`src/rtl/eth_link_pacer.sv`:
```
// Ethernet TX pacing: PHY reset sequencing, debounced link-speed commit,
// byte-advance strobe generation and inter-frame-gap enforcement (clk125MHz domain).
//
// state    | meaning
// ST_HOLD  | eth_rst_b driven low, counting hold time
// ST_WAIT  | eth_rst_b released, waiting for PHY to settle
// ST_READY | PHY usable, phy_ready high
module eth_link_pacer #(
    parameter int          RST_HOLD_CYCLES     = 8388608,
    parameter int          RST_WAIT_CYCLES     = 8388608,
    parameter int          RST_CNT_W           = 24,
    parameter int          SPEED_STABLE_CYCLES = 1024,
    parameter int          DIV_100             = 10,
    parameter int          DIV_10              = 100,
    parameter int          DIV_W               = 7,
    parameter int          IFG_BYTES           = 12,
    parameter logic [1:0]  RESET_SPEED         = 2'b11
) (
    input  logic       clk125MHz,
    input  logic       rstb,
    input  logic       soft_rst,
    input  logic       link_10mb,
    input  logic       link_100mb,
    input  logic       link_1000mb,
    input  logic       speed_override_en,
    input  logic [1:0] speed_override,
    input  logic       frame_active,
    output logic       eth_rst_b,
    output logic       phy_ready,
    output logic [1:0] speed,
    output logic       adv_data,
    output logic       speed_changed,
    output logic       tx_allowed
);

    localparam logic [1:0] ST_HOLD  = 2'd0;
    localparam logic [1:0] ST_WAIT  = 2'd1;
    localparam logic [1:0] ST_READY = 2'd2;

    localparam logic [RST_CNT_W-1:0] HOLD_LAST = RST_CNT_W'(RST_HOLD_CYCLES - 1);
    localparam logic [RST_CNT_W-1:0] WAIT_LAST = RST_CNT_W'(RST_WAIT_CYCLES - 1);

    localparam int STAB_W = $clog2(SPEED_STABLE_CYCLES + 1);
    localparam logic [STAB_W-1:0] STAB_MAX = STAB_W'(SPEED_STABLE_CYCLES);

    localparam int IFG_W = $clog2(IFG_BYTES + 1);
    localparam logic [IFG_W-1:0] IFG_LOAD = IFG_W'(IFG_BYTES);

    logic [1:0]           r_state;
    logic [RST_CNT_W-1:0] r_rst_cnt;
    logic                 r_eth_rst_b;
    logic                 r_phy_ready;

    logic [2:0]           r_sync1;
    logic [2:0]           r_sync2;
    logic [1:0]           r_det;
    logic [STAB_W-1:0]    r_stab;

    logic [1:0]           r_speed;
    logic                 r_speed_changed;
    logic [DIV_W-1:0]     r_cnt;
    logic                 r_adv;

    logic                 r_frame_d;
    logic [IFG_W-1:0]     r_ifg;
    logic                 r_tx_allowed;

    logic [1:0]           w_det;
    logic                 w_run_ok;
    logic [STAB_W-1:0]    w_stab_next;
    logic [1:0]           w_cand;
    logic                 w_elig;
    logic                 w_commit;
    logic [DIV_W-1:0]     w_div_last;
    logic                 w_frame_fall;

    // Reset sequencer; soft_rst restarts it from HOLD regardless of state.
    always_ff @(posedge clk125MHz or negedge rstb) begin
        if (!rstb) begin
            r_state     <= ST_HOLD;
            r_rst_cnt   <= '0;
            r_eth_rst_b <= 1'b0;
            r_phy_ready <= 1'b0;
        end else if (soft_rst) begin
            r_state     <= ST_HOLD;
            r_rst_cnt   <= '0;
            r_eth_rst_b <= 1'b0;
            r_phy_ready <= 1'b0;
        end else begin
            case (r_state)
                ST_HOLD: begin
                    if (r_rst_cnt == HOLD_LAST) begin
                        r_state     <= ST_WAIT;
                        r_rst_cnt   <= '0;
                        r_eth_rst_b <= 1'b1;
                    end else begin
                        r_rst_cnt <= r_rst_cnt + 1'b1;
                    end
                end
                ST_WAIT: begin
                    if (r_rst_cnt == WAIT_LAST) begin
                        r_state     <= ST_READY;
                        r_rst_cnt   <= '0;
                        r_phy_ready <= 1'b1;
                    end else begin
                        r_rst_cnt <= r_rst_cnt + 1'b1;
                    end
                end
                ST_READY: begin
                    r_rst_cnt <= '0;
                end
                default: begin
                    r_state     <= ST_HOLD;
                    r_rst_cnt   <= '0;
                    r_eth_rst_b <= 1'b0;
                    r_phy_ready <= 1'b0;
                end
            endcase
        end
    end

    // Link loss keeps the last detected speed rather than dropping to 00.
    always_comb begin
        w_det = r_det;
        if (r_sync2[2]) begin
            w_det = 2'b11;
        end else if (r_sync2[1]) begin
            w_det = 2'b10;
        end else if (r_sync2[0]) begin
            w_det = 2'b01;
        end
    end

    // Run length only accumulates while the detected value is a real change request.
    always_comb begin
        w_run_ok    = !speed_override_en && (w_det != r_speed);
        w_stab_next = '0;
        if (w_run_ok) begin
            if (w_det != r_det) begin
                w_stab_next = STAB_W'(1);
            end else if (r_stab == STAB_MAX) begin
                w_stab_next = r_stab;
            end else begin
                w_stab_next = r_stab + 1'b1;
            end
        end
    end

    always_comb begin
        if (speed_override_en) begin
            w_cand = speed_override;
            w_elig = 1'b1;
        end else begin
            w_cand = w_det;
            w_elig = (w_stab_next == STAB_MAX);
        end
        w_commit = w_elig && !frame_active && (w_cand != r_speed);
    end

    always_ff @(posedge clk125MHz or negedge rstb) begin
        if (!rstb) begin
            r_sync1 <= '0;
            r_sync2 <= '0;
            r_det   <= RESET_SPEED;
            r_stab  <= '0;
        end else begin
            r_sync1 <= {link_1000mb, link_100mb, link_10mb};
            r_sync2 <= r_sync1;
            r_det   <= w_det;
            r_stab  <= w_stab_next;
        end
    end

    always_comb begin
        case (r_speed)
            2'b10:   w_div_last = DIV_W'(DIV_100 - 1);
            2'b01:   w_div_last = DIV_W'(DIV_10 - 1);
            default: w_div_last = '0;
        endcase
    end

    // A commit realigns the divider so the first byte at the new rate is a full period.
    always_ff @(posedge clk125MHz or negedge rstb) begin
        if (!rstb) begin
            r_speed         <= RESET_SPEED;
            r_speed_changed <= 1'b0;
            r_cnt           <= '0;
            r_adv           <= 1'b0;
        end else begin
            r_speed_changed <= w_commit;
            r_adv           <= (r_speed != 2'b00) && (r_cnt == '0);
            if (w_commit) begin
                r_speed <= w_cand;
                r_cnt   <= '0;
            end else if (r_cnt >= w_div_last) begin
                r_cnt <= '0;
            end else begin
                r_cnt <= r_cnt + 1'b1;
            end
        end
    end

    assign w_frame_fall = r_frame_d && !frame_active;

    always_ff @(posedge clk125MHz or negedge rstb) begin
        if (!rstb) begin
            r_frame_d    <= 1'b0;
            r_ifg        <= '0;
            r_tx_allowed <= 1'b0;
        end else begin
            r_frame_d    <= frame_active;
            r_tx_allowed <= !soft_rst && r_phy_ready && (r_ifg == '0) && (r_speed != 2'b00);
            if (w_frame_fall) begin
                r_ifg <= IFG_LOAD;
            end else if (r_adv && (r_ifg != '0)) begin
                r_ifg <= r_ifg - 1'b1;
            end
        end
    end

    assign eth_rst_b     = r_eth_rst_b;
    assign phy_ready     = r_phy_ready;
    assign speed         = r_speed;
    assign adv_data      = r_adv;
    assign speed_changed = r_speed_changed;
    assign tx_allowed    = r_tx_allowed;

endmodule

```
`config.mk`:
```
export PLATFORM = sky130hd
export DESIGN_NAME = eth_link_pacer
export DESIGN_NICKNAME = d
export VERILOG_FILES = /design/src/rtl/eth_link_pacer.sv
export SDC_FILE = /design/constraint.sdc
export NUM_CORES = 1
export LEC_CHECK = 0
export BUFFER_PORTS_ARGS = -buffer_cell sky130_fd_sc_hd__buf_2
export CORE_MARGIN = 2
export CORE_UTILIZATION = 27
export CTS_CLUSTER_SIZE = 25
export DETAILED_ROUTE_END_ITERATION = 8
export PLACE_DENSITY = 0.39
export SLEW_MARGIN = 10
export SYNTH_ARGS = -nofsm -noshare
export SYNTH_HDL_FRONTEND = slang
export SYNTH_SLANG_ARGS = --single-unit
```
`constraint.sdc`:
```
create_clock -name clk125MHz -period 3.5 [get_ports clk125MHz]
set_input_delay 0.175 -clock clk125MHz [delete_from_list [all_inputs] [get_ports clk125MHz]]
set_output_delay 0.175 -clock clk125MHz [all_outputs]
set_load 0.05 [all_outputs]
```
== Word-level counts from Yosys, hierarchy flattened ==
Index checks and enable logic that the tools add are counted.
Storage, ports and cells
  logic and storage cells: 84
  register bits: 64
  input bits: 10
Cells by class
  reductions and logical operators: 24
  magnitude comparators: 1
  mux-type cells: 25
  add/sub/neg operators: 4
  equality and inequality tests: 15
Operator list (count)
  2-to-1 mux 24 bit: 3
  2-to-1 mux 11 bit: 3
  adder 24 x 1 -> 24 bit (second input constant): 1
  equality test 24 x 23 -> 1 bit (second input constant): 1
  equality test 11 bit (second input constant): 2
  2-to-1 mux 2 bit: 7
  2-to-1 mux 7 bit: 2
  case mux 7 bit (2 select lines): 1
  adder 11 x 1 -> 11 bit (second input constant): 1
  logical AND 1 bit: 9
  2-to-1 mux 4 bit: 2
  adder 7 x 1 -> 7 bit (second input constant): 1
  greater-or-equal comparator 7 bit: 1
  zero test 7 bit: 1
  != test 2 bit: 3
  != test 3 bit (second input constant): 2
  case mux 2 bit (3 select lines): 1
  OR reduction 2 bit: 3
  equality test 2 x 1 -> 1 bit (second input constant): 2
  equality test 2 bit (second input constant): 2
  zero test 4 bit: 1
  2-to-1 mux 1 bit: 4
  != test 2 x 1 -> 1 bit (second input constant): 2
  case mux 1 bit (2 select lines): 2
  8 further kinds: 12

== Longest topological paths before layout ==
  depth after elaboration: 11
  gate-level depth with buffers: 9

== Worst setup path before layout ==
Ideal clock, no wire load.
  path kind: reg-to-reg
  start point: register r_speed[0] (netlist: speed[0])
  end point: register r_cnt[0]
  stages on the path, launching flop included: 10
  data arrival time: 2.669 ns
  slack: 0.709 ns
  clock period less this slack: 2.791 ns
  library setup time: 0.122 ns
  path through: dfstp_2 -> inv_1 -> ha_1 -> ha_1 -> nand2b_1 -> a211o_1 -> a211o_1 -> a21oi_1 -> nor2b_1 -> a2111oi_1
Between the ends
  cells in the longest elaborated chain, start to end: 8
  elaborated cells on any way between the ends: 14
  those cells by class: 1 x order compare; 5 x eq/ne; 5 x mux; 3 x reduce/logical
Ends and longest elaborated chain
  start, declared: line 59  | logic [1:0] r_speed;
  start signal, assigned: line 193  | r_speed <= w_cand;
  branches (longest 7 deep; another with greater-or-equal comparator 7 bit)
  2-to-1 mux 7 bit (*): line 192  | if (w_commit) begin
  end signal, assigned: line 198  | r_cnt <= r_cnt + 1'b1;
  end, declared: line 61  | logic [DIV_W-1:0] r_cnt;
Every way passes the cells marked *.
A chain may end at the register's enable or synchronous reset.

== Final worst setup path ==
  start point: register r_speed[0] (netlist: speed[0])
  end point: register r_cnt[5]
The elaborated chain is that of the path after synthesis.

==> reports/metrics.yaml <==
gate_family_responsible_for_the_most_delay_along_the_worst_path: "compound AO/OA/AOI/OAI gates"
syn_avg_cell_area_sq_um: 9.78
placement.io_buffers: 16
cts.repair.resized: 0
rows: 41
grt_first_pass_wirelength_mm: 13.1
postPlaceCellArea_sq_um: 3760
worst-endpoint-arrival_ns: 2.95
critical_path_buf_inv_count: 1
critical_path.cell_chain: "inv_1 -> ha_1 -> ha_1 -> nand2b_1 -> a211o_1 -> a211o_1 -> a21oi_1 -> nor2b_1 -> a2111oi_1"
syn-instance-count: 359
seq_area_sq_um: 1610
critPathCaptureType: "flip-flop"
drive_gt1_share_pct: 12.0
cts_root_buffer: "sky130_fd_sc_hd__clkbuf_16"
grt_max_degree: 39
cts_tree: "built"
drt-initial-drc-count: 108
grt_pass1_vias: 2547
synth_top_area_share_pct: 42.8
cp_slowest_cell: "sky130_fd_sc_hd__dfstp_2"
critical_path.max_fanout: 7
dieWidth_um: 118
layout_cell_area_excl_fill_sq_um: 4130
postSynth.topFlopCell: "sky130_fd_sc_hd__dfrtp_1"
postCtsHoldBufs: 4
synth_sequential_area_ratio_pct: 45.8
timing.critical_path.required_ns: 3.71
setup_viol: 0
layout_worst_path_cycle_share_pct: 78.3
number_of_antenna_violations_at_the_first_check_in_global_routing: 0
post-dp-hpwl_mm: 5.08
hold_class: "input pin to flip-flop"
clk_path_buf_depth: 2
grt_use_total_pct: 11.7
gr-total-overflow: 0
dr_total_vias: 2564
cell_type_with_the_largest_total_area_after_synthesis: "sky130_fd_sc_hd__dfrtp_1"
yosys-top-cells-count: "60 x sky130_fd_sc_hd__dfrtp_1, 42 x sky130_fd_sc_hd__nor2_1, 22 x sky130_fd_sc_hd__inv_1"
placer_congestion: 0.758
dieArea_sq_um: 13900
routed_wirelength_mm: 7.37
rsz_0062_raised_after_global_routing: "false"
cts_max_level: 3
period_minus_slack_ns: 2.74
ys_seq_elements: 64
syn_area_sq_um: 3510
mappedNetlistNets: 387
final_nets: 406
drt_drc_violations_left: 0
finalHoldViolCount: 0
number_of_buffers_added_for_setup_after_cts: 0
max-vdd-ir-drop_mv: 0.266
post_layout_nonfiller_instances: 555
die_y_um: 118
multi_input_comb_area_sq_um: 1770
run_status: "finished, final reports clean"
viasPerCell: 4.62
synth_most_common_cell: "sky130_fd_sc_hd__dfrtp_1"
worst_clock_skew_ns: 0.00530
criticalPathCategory: "flip-flop to flip-flop"
power_density_nw_per_um2: 544
synth_area_leaders: "sky130_fd_sc_hd__dfrtp_1 43%, sky130_fd_sc_hd__ha_1 6.4%, sky130_fd_sc_hd__xor2_1 4.7%, sky130_fd_sc_hd__nor2_1 4.5%, sky130_fd_sc_hd__xnor2_1 4.0%"
leakage_uw: 0.00173
floorplan.core_area_sq_um: 12700
postSynth.asyncResetShare_pct: 100
avgRoutedWirePerCell_um: 13.3
finalMaxSlewViolations: 0
drv.max_cap_violation_count: 0
first_pass_iters: 6
fillers: 1294
fmaxAchievable_mhz: 365
number_of_enable_type_register_cells_in_the_synthesized_netlist: 0
antennaDiodeCount: 0
timing.critical_path.from_type: "flip-flop"
initial_utilization_pct: 27.7
final.setup.tns_ns: 0
clock_net_sink_count: 64
clock_insertion_delay_worst_skew_ns: 0.33
path_clk_slew_ns: 0.06
cts_made_buffers: 9
synth.lib_cells_used.distinct: 49
ports_placed_on_the_boundary: 17
worst_path_largest_cell_delay_ns: 0.58
numPlacedInstances: 535
area_growth_syn_to_layout_pct: 17.6
yosysWarnings: 0
worst_pin_slew_ns: 0.723
max_slew_margin_pct: 51.8
drtAntennaViolNets: 0
final_util_pct: 32.6
[logic make-up after synthesis]
| kind of cell | share of synthesized area, % |
|---|---|
| AO/OA/AOI/OAI | 12.5 |
| XOR/XNOR | 8.73 |
| adder cells (fa/ha/maj) | 6.42 |
| buffers and inverters | 4.06 |
| flip-flops | 45.8 |
| multiplexers | 0.570 |
| AND/OR/NAND/NOR | 21.9 |
[flip-flops by register name, summed over array words and instances (netlist names)]
signal / count
speed_changed: 1
eth_rst_b: 1
adv_data: 1
phy_ready: 1
r_cnt: 7
r_ifg: 4
r_det: 2
r_sync2: 3
r_frame_d: 1
r_state: 2
r_rst_cnt: 24
speed: 2
r_sync1: 3
tx_allowed: 1
r_stab: 11
[routing by layer]
metal / global-route usage (%) / vias to the layer above / wire, um
met4: 5.65 / 0 / 118
met2: 17.0 / 32 / 3210
met5: 0 / - / 0
met1: 16.6 / 1220 / 3850
met3: 2.47 / 11 / 188
li1: - / 1301 / -
[placed cells by master, fill, tap and decap left out, drive strengths merged, types with 4 or more instances in the layout]
cell,count
nor2,42
nand3,17
nand2b,11
dfrtp,60
a2111oi,7
nor3,11
nor4,4
o21ai,8
buf,18
and2,5
clkbuf,10
a211oi,5
inv,22
a21oi,13
or3,7
xor2,19
ha,18
and4,5
and3,7
o211ai,5
nand2,18
dfstp,4
dlygate4sd3,4
xnor2,16
nand4,10
nor2b,4
[metrics by stage]
| stage | hold WS [ns] | worst slack [ns] | total power (uW) |
|---|---|---|---|
| final | 0.0785 | 0.761 | 2240 |
| after global routing | 0.0661 | 0.569 | 2390 |
| after CTS | 0.0582 | 0.734 | 2290 |
| after detailed placement | 0.255 | 0.730 | 1290 |
| after global placement | 0.254 | 0.770 | 1290 |
| after floorplan | -0.121 | 0.709 | 1170 |
[power breakdown]
group          leakage (uW)  total [uW]  switching [uW]  internal (uW)
logic              0.000732         401             237            164
clock network      0.000158         972             333            639
registers          0.000844         871            65.9            805
total               0.00173        2240             636           1610
[final cells by class]
class                           count  share of cell area (%)
Timing Repair Buffer               22                    3.27
Clock buffer                       10                    5.79
Multi-Input combinational cell    259                    42.8
Inverter                           22                    2.00
Sequential cell                    64                    38.9
Clock inverter                      6                    2.00
Tap cell                          172                    5.22
[worst paths after layout]
check                                          start                   end  slack (ns)  cells after the start
worst min-delay path                    frame_active   r_frame_d$_DFF_PN0_        0.08                      1
worst min register to register  r_sync1[1]$_DFF_PN0_  r_sync2[1]$_DFF_PN0_        0.35                      0
worst max register to register  speed[0]$_DFFE_PN1P_    r_cnt[5]$_DFF_PN0_        0.76                      9
min in group asynchronous                       rstb   r_stab[0]$_DFF_PN0_        0.40                      2
max in group asynchronous                       rstb    r_det[1]$_DFF_PN1_        2.13                      3
worst max-delay path            speed[0]$_DFFE_PN1P_    r_cnt[5]$_DFF_PN0_        0.76                      9
Power figures use the tool's default switching activity.
